==> config.mk <==
export PLATFORM = sky130hd
export DESIGN_NAME = cwt_sample_buffer
export DESIGN_NICKNAME = d
export VERILOG_FILES = /design/src/rtl/cwt_mem_pkg.sv /design/src/rtl/cwt_sample_buffer_rdport.sv /design/src/rtl/cwt_sample_buffer.sv
export SDC_FILE = /design/constraint.sdc
export NUM_CORES = 1
export LEC_CHECK = 0
export CAP_MARGIN = 40
export CORE_ASPECT_RATIO = 0.75
export CORE_MARGIN = 4
export CORE_UTILIZATION = 60
export DETAILED_ROUTE_END_ITERATION = 7
export PLACE_DENSITY = 0.79
export SYNTH_ARGS = -nofsm -noshare
export SYNTH_HDL_FRONTEND = slang
export SYNTH_SLANG_ARGS = --single-unit
export TNS_END_PERCENT = 100
==> constraint.sdc <==
create_clock -name clk -period 4 [get_ports clk]
set_clock_uncertainty 0.2 [all_clocks]
set_input_delay 0.6 -clock clk [delete_from_list [all_inputs] [get_ports clk]]
set_output_delay 0.6 -clock clk [all_outputs]
set_load 0.01 [all_outputs]
==> src/rtl/cwt_mem_pkg.sv <==
// Shared constants and pointer arithmetic for the CWT sample buffers.
package cwt_mem_pkg;

  localparam int DEFAULT_BITS         = 16;
  localparam int DEFAULT_ADDRESS_BITS = 4;

  // Circular (base - lag) mod depth. The result is only meaningful for
  // lag <= base + depth; callers flag larger lags as misses.
  function automatic int unsigned mod_sub(input int unsigned base,
                                          input int unsigned lag,
                                          input int unsigned depth);
    if (base >= lag) return base - lag;
    return base + depth - lag;
  endfunction

endpackage

==> src/rtl/cwt_sample_buffer_rdport.sv <==
// One read channel of the CWT sample buffer: lag-to-address translation,
// miss test and the registered response.
module cwt_sample_buffer_rdport
  import cwt_mem_pkg::*;
#(
  parameter int BITS                = DEFAULT_BITS,
  parameter int ADDRESS_BITS        = DEFAULT_ADDRESS_BITS,
  parameter int NUMBER_OF_LOCATIONS = 16
) (
  input  logic                                clk,
  input  logic                                rst,
  input  logic                                enable,
  input  logic [ADDRESS_BITS-1:0]             offset,
  input  logic [ADDRESS_BITS-1:0]             base_pointer,
  input  logic [ADDRESS_BITS:0]               valid_count,
  input  logic                                bypass,
  input  logic [BITS-1:0]                     bypass_data,
  input  logic                                force_miss,
  input  logic [NUMBER_OF_LOCATIONS*BITS-1:0] memory,
  output logic [BITS-1:0]                     data,
  output logic                                valid,
  output logic                                miss
);

  logic [ADDRESS_BITS-1:0] address;
  logic [31:0]             lag;
  logic                    lookup_miss;
  logic [BITS-1:0]         lookup_data;

  // Without bypass the newest sample sits one behind the write pointer;
  // with bypass the incoming sample occupies the write pointer itself.
  always_comb begin
    lag         = 32'(offset) + (bypass ? 32'd0 : 32'd1);
    address     = ADDRESS_BITS'(mod_sub(32'(base_pointer), lag, 32'(NUMBER_OF_LOCATIONS)));
    lookup_miss = force_miss
                | ({1'b0, offset} >= valid_count)
                | (32'(offset) >= 32'(NUMBER_OF_LOCATIONS));
    lookup_data = '0;
    if (!lookup_miss) begin
      if (bypass && offset == '0) lookup_data = bypass_data;
      else                        lookup_data = memory[address*BITS +: BITS];
    end
  end

  always_ff @(posedge clk or negedge rst) begin
    if (!rst) begin
      data  <= '0;
      valid <= 1'b0;
      miss  <= 1'b0;
    end else begin
      valid <= enable;
      if (enable) begin
        data <= lookup_data;
        miss <= lookup_miss;
      end
    end
  end

endmodule

==> src/rtl/cwt_sample_buffer.sv <==
// Multi-port circular sample buffer addressed by lag from the newest sample.
// Build option: define READ_BYPASS_EN to make same-cycle reads see the write.
module cwt_sample_buffer
  import cwt_mem_pkg::*;
#(
  parameter int BITS                = DEFAULT_BITS,
  parameter int ADDRESS_BITS        = DEFAULT_ADDRESS_BITS,
  parameter int NUMBER_OF_LOCATIONS = 16,
  parameter int READ_PORTS          = 2
) (
  input  logic                               clk,
  input  logic                               rst,
  input  logic                               clear,
  input  logic                               write_enable,
  input  logic [BITS-1:0]                    write_data,
  output logic [ADDRESS_BITS-1:0]            write_address,
  output logic [ADDRESS_BITS:0]              fill_count,
  output logic                               full,
  input  logic [READ_PORTS-1:0]              read_enable,
  input  logic [READ_PORTS*ADDRESS_BITS-1:0] read_offset,
  output logic [READ_PORTS*BITS-1:0]         read_data,
  output logic [READ_PORTS-1:0]              read_valid,
  output logic [READ_PORTS-1:0]              read_miss
);

  // Read handshake: read_enable[p] is always accepted; read_valid[p] pulses
  // for exactly one cycle on the following cycle, with read_data/read_miss.

  localparam logic [ADDRESS_BITS-1:0] LAST_ADDRESS = ADDRESS_BITS'(NUMBER_OF_LOCATIONS - 1);
  localparam logic [ADDRESS_BITS:0]   DEPTH        = (ADDRESS_BITS+1)'(NUMBER_OF_LOCATIONS);

  logic [BITS-1:0]                     mem_q [NUMBER_OF_LOCATIONS];
  logic [NUMBER_OF_LOCATIONS*BITS-1:0] mem_flat;
  logic [ADDRESS_BITS-1:0]             wp_q, wp_next;
  logic [ADDRESS_BITS:0]               count_q, count_next;
  logic                                do_write;
  logic                                bypass;
  logic [ADDRESS_BITS:0]               read_count;

  assign do_write   = write_enable & ~clear;
  assign wp_next    = (wp_q == LAST_ADDRESS) ? '0 : wp_q + 1'b1;
  assign count_next = (count_q == DEPTH) ? count_q : count_q + 1'b1;

`ifdef READ_BYPASS_EN
  assign bypass     = do_write;
  assign read_count = do_write ? count_next : count_q;
`else
  assign bypass     = 1'b0;
  assign read_count = count_q;
`endif

  always_ff @(posedge clk or negedge rst) begin
    if (!rst) begin
      wp_q    <= '0;
      count_q <= '0;
      for (int i = 0; i < NUMBER_OF_LOCATIONS; i++) mem_q[i] <= '0;
    end else if (clear) begin
      wp_q    <= '0;
      count_q <= '0;
    end else if (write_enable) begin
      mem_q[wp_q] <= write_data;
      wp_q        <= wp_next;
      count_q     <= count_next;
    end
  end

  for (genvar i = 0; i < NUMBER_OF_LOCATIONS; i++) begin : g_flat
    assign mem_flat[i*BITS +: BITS] = mem_q[i];
  end

  for (genvar p = 0; p < READ_PORTS; p++) begin : g_port
    cwt_sample_buffer_rdport #(
      .BITS                (BITS),
      .ADDRESS_BITS        (ADDRESS_BITS),
      .NUMBER_OF_LOCATIONS (NUMBER_OF_LOCATIONS)
    ) u_rdport (
      .clk          (clk),
      .rst          (rst),
      .enable       (read_enable[p]),
      .offset       (read_offset[p*ADDRESS_BITS +: ADDRESS_BITS]),
      .base_pointer (wp_q),
      .valid_count  (read_count),
      .bypass       (bypass),
      .bypass_data  (write_data),
      .force_miss   (clear),
      .memory       (mem_flat),
      .data         (read_data[p*BITS +: BITS]),
      .valid        (read_valid[p]),
      .miss         (read_miss[p])
    );
  end

  assign write_address = wp_q;
  assign fill_count    = count_q;
  assign full          = (count_q == DEPTH);

endmodule

* Word level (Yosys, flattened, before mapping) *
Cells that the tools add are included.

word-level totals
  flip-flop bits (word level) = 301
  word-level logic and storage cells = 69

operators by class
  $add $sub $neg = 9
  magnitude comparators = 6
  eq/ne operators = 3
  shifts and indexed selects = 2
  mux-type cells = 17
  bitwise logic cells = 4
  reduce and logical (&&, ||, !) cells = 4

operator list
  cell                   count
  $shiftx A256 B9 Y16    2
  $bwmux W256            1
  $demux W16 S4          1
  $mux W16               3
  $mux W4                7
  $ge A4 B5 Y1           4
  $sub A4 B4 Y4          4
  $mux W5                3
  $add A4 B1 Y5 const B  2
  $add A4 B1 Y4 const B  2
  $add A5 B1 Y5 const B  1
  $eq A5 B5 Y1 const B   1
  $ge A5 B5 Y1 const B   1
  $lt A5 B1 Y1 const B   1
  $not A4 Y5             1
  $eq A4 B4 Y1 const B   1
  $reduce_and A2 Y1      2
  $mux W1                2
  $ne A2 B2 Y1 const B   1
  $or A1 B1 Y1           2
  $reduce_bool A2 Y1     1
  $logic_and A1 B1 Y1    1
  $not A1 Y1             1

* Logic depth before layout (Yosys ltp) *
  depth in word-level cells = 6
  gate-level depth with buffers = 10
  mapped depth without buffers = 8

* By module *
From an unflattened synthesis, not the netlist that was laid out.

second synthesis, totals
  cells, all modules = 1348
  area total of the unflattened synthesis = 16766.1 µm²

modules (own cells, without submodules)
  module                    instances  cells each  area each (µm²)
  cwt_sample_buffer         1          628         10149.7
  cwt_sample_buffer_rdport  2          360         3308.2

* Worst setup path after synthesis *
OpenSTA, ideal clock, no wires.

  kind = input to register
  from = input port read_offset[4]
  to = register g_port[1].u_rdport.data[1]
  arrival time = 2.864 ns
  data required time = 3.659 ns
  path slack = 0.796 ns
  stages = 8
  path through = ha_1 fa_1 xnor2_1 buf_6 buf_8 mux4_1 a211oi_1 o32ai_1

on the way
  word-level cells in the longest chain between the ends = 6

RTL lines
  element                                        line                            RTL
  from (decl)                                    cwt_sample_buffer.sv:20         input logic [READ_PORTS*ADDRESS_BITS-1:0] read_offset,
  $add A4 B1 Y5                                  cwt_sample_buffer_rdport.sv:33  lag = 32'(offset) + (bypass ? 32'd0 : 32'd1);
  $sub A4 B4 Y4 or $ge A4 B5 Y1 (tied branches)  cwt_mem_pkg.sv:12               if (base >= lag) return base - lag;
  $mux W4 or $mux W1 (tied branches)             cwt_mem_pkg.sv:12
  $mux W4                                        cwt_mem_pkg.sv:13               return base + depth - lag;
  $shiftx A256 B9 Y16                            cwt_sample_buffer_rdport.sv:41  else lookup_data = memory[address*BITS +: BITS];
  $mux W16 *                                     cwt_sample_buffer_rdport.sv:39  if (!lookup_miss) begin
  to (signal assigned)                           cwt_sample_buffer_rdport.sv:53  data <= lookup_data;
  to (decl)                                      cwt_sample_buffer_rdport.sv:20  output logic [BITS-1:0] data,

Mark *: on every way between the ends. The rest lies on a longest branch, timed or not.
A chain may end at the register's enable or synchronous reset.

* Worst setup path after layout *
  from = register wp_q[0], in the netlist write_address[0]
  to = register g_port[1].u_rdport.data[4]

on the way
  word-level cells in the longest chain between the ends = 5

RTL lines
  element                                      line                            RTL
  from (decl)                                  cwt_sample_buffer.sv:34         logic [ADDRESS_BITS-1:0] wp_q, wp_next;
  from (signal assigned)                       cwt_sample_buffer.sv:62         wp_q <= wp_next;
  $add A4 B1 Y4, or another cell as far along  cwt_mem_pkg.sv:13
  $sub A4 B4 Y4, or another cell as far along  cwt_mem_pkg.sv:13
  $mux W4 *                                    cwt_mem_pkg.sv:13
  $shiftx A256 B9 Y16 *                        cwt_sample_buffer_rdport.sv:41
  $mux W16 *                                   cwt_sample_buffer_rdport.sv:39

Marked as above.

==> summary.md <==
| Metric | Value |
|---|---|
| Status | complete, no violations |
| P&R area growth vs syn | 15.9% |
| # DRC | 0 |
| Net Count, Synth | roughly 1200 |
| IO Port Bufs | 75 |
| Dpl cell area | 0.0174 mm² |
| Final Slew Violations | 0 |
| Seq cells post-synth | ~300 |
| Max-Cap Viols | 0 |
| Critical path startpoint category | register |
| RSZ-0062 raised after global routing | false |
| Pwr dens | roughly 450 mW/mm² |
| Slew HR | 0.369 |
| Peak VDD IR | about 0.34 mV |
| Library cells used by synthesis | 35 |
| Total CTS buffers | 29 |
| Post-synth EDFFs | 0 |
| Worst-Margin Slew | ~0.95 ns |
| Sink Count | roughly 300 |
| First-pass GRT wire length | about 67 mm |
| Final Util | 0.709 |
| Hold/Removal Path Class | register to register |
| Worst Path Arrival | about 3.7 ns |
| Achievable Freq | ~0.29 GHz |
| Pleak | slightly above 8 nW |
| Post-Synth Simple-Gate Area | 0.0548 |
| Chip width | a little under 200 µm |
| Most common cell after layout, fill and taps aside | dfrtp_1 |
| CTS tree | yes |
| Design Power | about 8.3 mW |
| Critical path, cell by cell | inv_1 > ha_2 > fa_4 > xnor2_2 > buf_12 > buf_12 > mux4_2 > and2_1 > a211oi_1 > o32ai_1 |
| Worst path required time | between 4 and 5 ns |
| 1st-iter DRT viols | ~1200 |
| Sequential area share after synthesis | 0.472 |
| Crit Path Max Fanout | 14 |
| Detailed Routing Iterations Pass 1 | 5 |
| Most used cell, CP | buf_12 |
| Mux cell area share after synthesis | 0.364 |
| WL per Instance | approximately 28 µm |
| Xor/xnor share of the synthesized area | 0.00933 |
| Final Setup Violations | 0 |
| Main combinational cell family by area after synthesis | multiplexers |
| Area contributors post-synth | dfrtp_1 (47%), mux2_2 (18%), mux4_2 (17%) |
| Root buffer cell | clkbuf_16 |
| Number of warning messages in the yosys log | 0 |
| Clock buffer depth | 3 |
| Core box area | about 0.026 mm² |
| Post-DRT Antenna Nets | 0 |
| Fin crit share | 0.858 |
| Mapped cell area | around 0.016 mm² |
| Setup CP Type | register to register |
| Adder-cell area share of the yosys netlist | 0.0198 |
| DR vias/cell | 6.69 |
| Vias in the first global route | approximately 11000 |
| Synth Instances | about 1100 |
| I/O Pins | 76 |
| Most frequent cells in the layout | dfrtp_1 (301), mux2_2 (256), mux4_2 (122) |
| Share of layout cells above drive strength 1 | 0.417 |
| Overall Global Routing Usage | 0.302 |
| Async set-reset flop share out of synthesis | 1.00 |
| Die height | approximately 150 µm |
| Final Hold Fails | 0 |
| DIE AREA | approximately 0.03 mm² |
| Clock-pin transition on the worst setup and hold timing paths | around 0.070 ns |
| HPWL after detailed placement | 27.7 mm |
| GP Congestion | 0.811 |
| Post-route cell area | roughly 0.018 mm² |
| Slowest stage delay, CP | around 0.5 ns |
| Drt total wl | 43.3 mm |
| Crit end category | register |
| GRT overflow | 0 |
| Minimum clock period | 3.43 ns |
| Synth Area in Compound Gates | 0.0395 |
| Ys flop type | dfrtp_1 |
| Synthesized area per cell | ~14 µm² |
| Row count | between 50 and 60 |
| Initial antenna violation count | 1 |
| Clk Latency, worst-skew pair | 0.55 ns |
| Most area-hungry cell type in the Yosys netlist | dfrtp_1 |
| Largest net degree at the start of global routing | a little over 80 |
| Post-route setup TNS | 0 ns |
| WHS | roughly 0.29 ns |
| Ant diodes | 0 |
| Worst path bufs/invs | 3 |
| Top cell type's share of synthesized area | 0.472 |
| Cell family with most CP delay | adder cells |
| Vias post-DR | 10500 |
| Starting Density | 0.611 |
| CP max-delay cell | fa_4 |
| Nets | around 1300 |
| H-Tree Depth | 1 |
==> registers in the layout, indices dropped and copies added, names as in the netlist <==
| register | count |
|---|---|
| mem_flat | 256 |
| write_address | 4 |
| g_port.u_rdport.miss | 2 |
| fill_count | 5 |
| g_port.u_rdport.data | 32 |
| g_port.u_rdport.valid | 2 |
==> layer usage <==
metal  routed length, µm  vias to the layer above  global-route usage
met5                   5                        -                   0
met2               20300                      433               0.468
met3                3160                      108              0.0546
li1                    -                     4382                   -
met1               18400                     5565               0.445
met4                1450                        2              0.0883
==> final timing paths <==
kind,slack [ns],to,startpoint,cells past startpoint
worst max register to register,0.57,g_port[1].u_rdport.data[4],write_address[0],10
worst max-delay path,0.57,g_port[1].u_rdport.data[4],write_address[0],10
worst min-delay path,0.29,g_port[0].u_rdport.miss,g_port[0].u_rdport.miss,1
min in group asynchronous,0.41,mem_flat[146],rst,2
worst min register to register,0.29,g_port[0].u_rdport.miss,g_port[0].u_rdport.miss,1
max in group asynchronous,2.19,mem_flat[75],rst,3
==> report_power, final <==
part	total (mW)	switching, mW	internal, mW
registers	3.41	0.162	3.25
logic	1.86	0.903	0.953
clock network	3.02	1.18	1.84
total	8.29	2.25	6.04
==> synth_stat cells, types with 3 or more instances <==
| library cell | n |
|---|---|
| buf_2 | 22 |
| a211oi_1 | 32 |
| inv_1 | 46 |
| a21o_1 | 6 |
| and2_1 | 32 |
| mux4_1 | 6 |
| dfrtp_1 | 301 |
| nand2_1 | 72 |
| a21oi_1 | 7 |
| nor2b_1 | 3 |
| buf_1 | 4 |
| nor2_1 | 20 |
| mux4_2 | 122 |
| ha_1 | 22 |
| o32ai_1 | 32 |
| and3_1 | 32 |
| mux2_2 | 256 |
| xnor2_1 | 13 |
| nand3_1 | 8 |
| nand2b_1 | 6 |
| buf_4 | 16 |
| xor2_1 | 4 |
| clkbuf_1 | 46 |
==> cells by family after synthesis <==
| family | Yosys count |
|---|---|
| XOR/XNOR | 17 |
| flip-flops | 301 |
| adder cells (fa/ha/maj) | 24 |
| AO/OA/AOI/OAI | 82 |
| buffers and inverters | 138 |
| AND/OR/NAND/NOR | 178 |
| multiplexers | 386 |
==> metrics by stage <==
step | instances | worst slack, ns
6_report | 1568 | 0.567
5_1_grt | 1568 | 0.444
4_1_cts | 1568 | 0.580
3_5_place_dp | 1513 | 0.0661
3_3_place_gp | 1512 | 0.114
2_1_floorplan | 1126 | 0.796
==> area by class of cell <==
class	count	area, µm²
fill	1730	7600
sequential	301	7530
timing repair buffer	136	1430
clock inverter	12	191
multi-input combinational	687	7870
clock buffer	42	875
tap	344	430
inverter	46	173
==> what timing repair did <==
| action | CTS | global route |
|---|---|---|
| hold endpoints to repair | 76 | 0 |
| gates resized for setup | 0 | 0 |
| hold buffers | 1 | 0 |
| setup buffers | 0 | 0 |
Power figures use the tool's default switching activity.
